## config.mk

```make
export PLATFORM = sky130hd
export DESIGN_NAME = ysyx_25030081_ifu
export DESIGN_NICKNAME = d
export VERILOG_FILES = /design/src/rtl/ysyx_25030081_ifu.sv
export SDC_FILE = /design/constraint.sdc
export NUM_CORES = 1
export LEC_CHECK = 0
export CAP_MARGIN = 20
export CORE_ASPECT_RATIO = 1.1
export CORE_MARGIN = 2
export CORE_UTILIZATION = 30
export CTS_CLUSTER_SIZE = 8
export DETAILED_ROUTE_END_ITERATION = 10
export GPL_TIMING_DRIVEN = 0
export PLACE_DENSITY = 0.57
export SYNTH_ARGS = -nofsm -noshare
export SYNTH_HDL_FRONTEND = slang
export SYNTH_SLANG_ARGS = --single-unit
```

## constraint.sdc

```tcl
create_clock -name clk -period 2.62 [get_ports clk]
set_input_delay 0.393 -clock clk [delete_from_list [all_inputs] [get_ports clk]]
set_output_delay 0.393 -clock clk [all_outputs]
set_load 0.02 [all_outputs]
```

## src/rtl/ysyx_25030081_ifu.sv

```systemverilog
// ysyx_25030081_ifu: instruction fetch unit for the multi-cycle NPC core.
// It fetches one word per round at pc, hands it to decode tagged with its PC,
// and then waits for the back end to commit the next PC before fetching again.
// A misaligned next PC or a memory access fault parks the unit in ERR, and
// only reset brings it out.
//
// Ports:
//   clk, rst_n                      clock, async active-low reset
//   imem_req_valid/addr/ready       fetch request channel (addr is pc)
//   imem_resp_valid/data/err        fetch response channel
//   inst_valid/inst/inst_pc/ready   instruction handed to decode
//   commit_valid, next_pc           retirement of current instruction
//   fetch_err                       sticky fault flag
//   retire_cnt                      committed instruction count (wraps)
//
// state        | meaning
// -------------+----------------------------------------------------
// S_IDLE       | just out of reset, starts fetching on the next edge
// S_REQ        | request for pc is valid, waiting for imem_req_ready
// S_WAIT_RESP  | request accepted, waiting for the memory response
// S_DELIVER    | inst/inst_pc valid, waiting for decode handshake
// S_WAIT_COMMIT| decode took the instruction, waiting for commit
// S_ERR        | fetch fault, no further activity until reset
module ysyx_25030081_ifu #(
  parameter logic [31:0] RESET_PC = 32'h8000_0000
) (
  input  logic        clk,
  input  logic        rst_n,
  output logic        imem_req_valid,
  output logic [31:0] imem_req_addr,
  input  logic        imem_req_ready,
  input  logic        imem_resp_valid,
  input  logic [31:0] imem_resp_data,
  input  logic        imem_resp_err,
  output logic        inst_valid,
  output logic [31:0] inst,
  output logic [31:0] inst_pc,
  input  logic        inst_ready,
  input  logic        commit_valid,
  input  logic [31:0] next_pc,
  output logic        fetch_err,
  output logic [31:0] retire_cnt
);

  typedef enum logic [2:0] {
    S_IDLE,
    S_REQ,
    S_WAIT_RESP,
    S_DELIVER,
    S_WAIT_COMMIT,
    S_ERR
  } state_t;

  state_t      state;
  logic [31:0] pc;
  logic        commit_fire;

  // A commit is only honoured once decode has taken the instruction; a
  // single-cycle back end may commit in the same cycle as the handshake.
  assign commit_fire = commit_valid &&
                       ((state == S_WAIT_COMMIT) ||
                        ((state == S_DELIVER) && inst_ready));

  assign imem_req_addr = pc;

  always_ff @(posedge clk or negedge rst_n) begin
    if (!rst_n) begin
      state          <= S_IDLE;
      pc             <= RESET_PC;
      imem_req_valid <= 1'b0;
      inst_valid     <= 1'b0;
      inst           <= 32'h0;
      inst_pc        <= RESET_PC;
      fetch_err      <= 1'b0;
      retire_cnt     <= 32'h0;
    end else if (commit_fire) begin
      retire_cnt <= retire_cnt + 32'd1;
      inst_valid <= 1'b0;
      // pc takes next_pc even when misaligned so the faulting target is visible
      pc         <= next_pc;
      if (next_pc[1:0] == 2'b00) begin
        state          <= S_REQ;
        imem_req_valid <= 1'b1;
      end else begin
        state     <= S_ERR;
        fetch_err <= 1'b1;
      end
    end else begin
      case (state)
        S_IDLE: begin
          state          <= S_REQ;
          imem_req_valid <= 1'b1;
        end
        S_REQ: begin
          if (imem_req_ready) begin
            state          <= S_WAIT_RESP;
            imem_req_valid <= 1'b0;
          end
        end
        S_WAIT_RESP: begin
          if (imem_resp_valid) begin
            if (imem_resp_err) begin
              state     <= S_ERR;
              fetch_err <= 1'b1;
            end else begin
              inst       <= imem_resp_data;
              inst_pc    <= pc;
              inst_valid <= 1'b1;
              state      <= S_DELIVER;
            end
          end
        end
        S_DELIVER: begin
          if (inst_ready) begin
            inst_valid <= 1'b0;
            state      <= S_WAIT_COMMIT;
          end
        end
        S_WAIT_COMMIT: begin
        end
        S_ERR: begin
        end
        default: begin
          state          <= S_IDLE;
          imem_req_valid <= 1'b0;
          inst_valid     <= 1'b0;
        end
      endcase
    end
  end

endmodule

```

==> out/results.tsv <==
stage	metric	value	unit
status	status	finished clean	
synth	syn-num-nets	531	
placed_design	hpwl	10.5	mm
clock_network	cts_tree	built	
clock_network	numCtsBuffers	17	
global_routing	antenna_found_initial	0	
clock_network	cts_max_level	4	
timing	period_minus_slack	2160	ps
setup_path	setup.worst_path.start	state[0]	
placed_design	place_congestion	0.775	
pwr	power_leakage	3.98	nW
setup_path	worst_setup_path_start_kind	flop	
drt	vias	4281	
synth	async_flop_share	100	%
timing	period_share	82.4	%
placed_design	dpl_cell_area	0.00784	sq mm
placed_design	post-place-ws	112	ps
synth	synth.most_common_cell	dfrtp_1	
drt	viasPerCell	4.60	
die	core	0.0178	sq mm
global_routing	grt_use_total	15.5	%
synth	syn-cell-area	0.00550	sq mm
cells_and_area	drive_above_1_share	15.3	%
synth	ys_types	42	
timing	hold_viol	0	
drt	first_pass_iters	4	
synth	synth_top_area_share	60.1	%
timing	worst_pin_slew	747	ps
cells_and_area	synthToLayoutAreaGrowth	52.2	%
die	die-area	0.0194	sq mm
clock_network	clk_pin_slew	60	ps
timing	max_slew_margin	50.2	%
clock_network	ctsHoldBuffers	0	
die	die_h	146	microns
hold_path	min_path_type	primary input to asynchronous set/reset pin	
synth	synth_edf_count	0	
clock_network	insertion_delay	410	ps
timing	worst_slack	461	ps
die	start_util	30.9	%
drt	initialDrtViolationCount	172	
global_routing	grt_pass1_vias	4519	
job	max_cap_violations	0	
drt	wl	14.6	mm
setup_path	worstPathArrival	2450	ps
placed_design	port_buffers	201	
setup_path	r2r_setup_slack	460	ps
drt	drc	0	
timing	setup-violations-final	0	
setup_path	path_class	flop to flop	
setup_path	worstPathRequired	2910	ps
die	row_count	51	
synth	synth_cells	459	
cells_and_area	fin_nets	752	
die	io_pins	202	
clock_network	cts_setup_buffers	0	
setup_path	crit_fanout	10	
timing	max_freq	463	MHz
global_routing	grt-ovfl-total	0	
synth	yosys-top-cells-count	132 x dfrtp_1, 113 x nand2_1, 49 x mux2_2	
timing	tns	0	ps
setup_path	crit_end	inst_pc[30]	
clock_network	ctsResizeCount	0	
synth	yosysTopAreaCell	dfrtp_1	
cells_and_area	utilization	47.0	%
synth	synth_area_leaders	dfrtp_1 60%, mux2_2 10%, nand2_1 7.7%	
die	die_w	133	microns
pwr	peakVddDrop	0.407	mV
cells_and_area	final_area	0.00837	sq mm
synth	ys_warn_count	0	
synth	yosys_register_bits	134	
timing	final_max_slew_viol_count	0	
clock_network	clockBufferDepth	2	
global_routing	grt_pass1_wl	23.9	mm
synth	seq_area_frac_synth	61.0	%
clock_network	clock-sinks	134	
setup_path	r2r-start	state[0]	
timing	rsz0062_at_grt	no	
cells_and_area	diodes	0	
clock_network	cts-root-buf	clkbuf_16	
synth	ys.flop_type	dfrtp_1	
setup_path	r2r_end	inst_pc[30]	
setup_path	reg2reg_depth	5	
setup_path	crit_path_end_kind	flop	
timing	finClkSkew	7.96	ps
drt	ant_nets	0	
global_routing	grt_max_degree	80	
drt	wl_per_cell	15.6	microns
synth	avgSynthCellArea	12.0	sq um
pwr	powerDensity	521	mW/mm^2
through the flow:
stage          std cells  hold WS [ps]  power [mW]
6_report             931         0.529        4.36
3_3_place_gp         898           453        2.27
5_1_grt              931          38.0        4.55
4_1_cts              931          44.4        4.44
3_5_place_dp         899           451        2.27
2_1_floorplan        459          97.4        2.12
placed cells by master, fill, tap and decap left out, types with 10 or more instances in the layout:
master / instances
buf_2: 13
clkbuf_16: 17
clkdlybuf4s50_1: 200
dfrtp_1: 132
inv_1: 10
mux2_1: 16
mux2_2: 49
nand2_1: 113
nor3_1: 15
xor2_1: 22
final cells by class:
| class | count | area, sq um |
|---|---|---|
| Buffer | 18 | 91.3 |
| Clock buffer | 18 | 429 |
| Clock inverter | 14 | 101 |
| Fill cell | 1632 | 9440 |
| Inverter | 10 | 37.5 |
| Multi-Input combinational cell | 297 | 2010 |
| Sequential cell | 134 | 3360 |
| Tap cell | 238 | 298 |
| Timing Repair Buffer | 202 | 2040 |
worst min path at each step:
stage	end	slack, ps	cells past startpoint
after detailed placement	fetch_err	450	1
after global placement	fetch_err	450	1
after CTS	inst[4]	40	1
after floorplan	fetch_err	100	0
final	inst[4]	0.5	1
after global routing	inst[4]	40	1
power breakdown:
group / switching (mW) / total (mW) / internal [mW] / leakage, nW
clock network: 0.911 / 2.12 / 1.21 / 0.249
registers: 0.000392 / 2.07 / 2.07 / 1.82
logic: 0.0618 / 0.162 / 0.0999 / 1.91
total: 0.973 / 4.36 / 3.38 / 3.98
kinds of logic (layout without fill, tap and decap cells):
family          Yosys count  after routing  synth area share, %
flops                   134            134                 61.0
mux                      66             66                 13.5
buf+inv                  28            262                 2.34
compound gates           19             19                 2.43
simple gates            180            180                 15.5
xor+xnor                 31             31                 4.94
fa+ha+maj                 1              1                0.227
metal layers:
metal | GRT usage (%) | up-vias | routed length [microns]
li1 | - | 2011 | -
met1 | 19.4 | 2114 | 6280
met2 | 24.7 | 146 | 6960
met3 | 6.20 | 10 | 1160
met4 | 4.46 | 0 | 145
met5 | 0 | - | 0
worst max-delay path, cell delays in order (launching register included):
cell and delay (ps):
dfrtp_1 400, buf_2 190, nor2_1 210, nand3_1 490, buf_2 410, mux2_1 340
flip-flops by register name, summed over array words and instances, names as in the netlist:
signal	cells
fetch_err	1
imem_req_valid	1
retire_cnt	32
state	3
imem_req_addr	32
inst_valid	1
inst_pc	32
inst	32
Power figures use the tool's default switching activity.
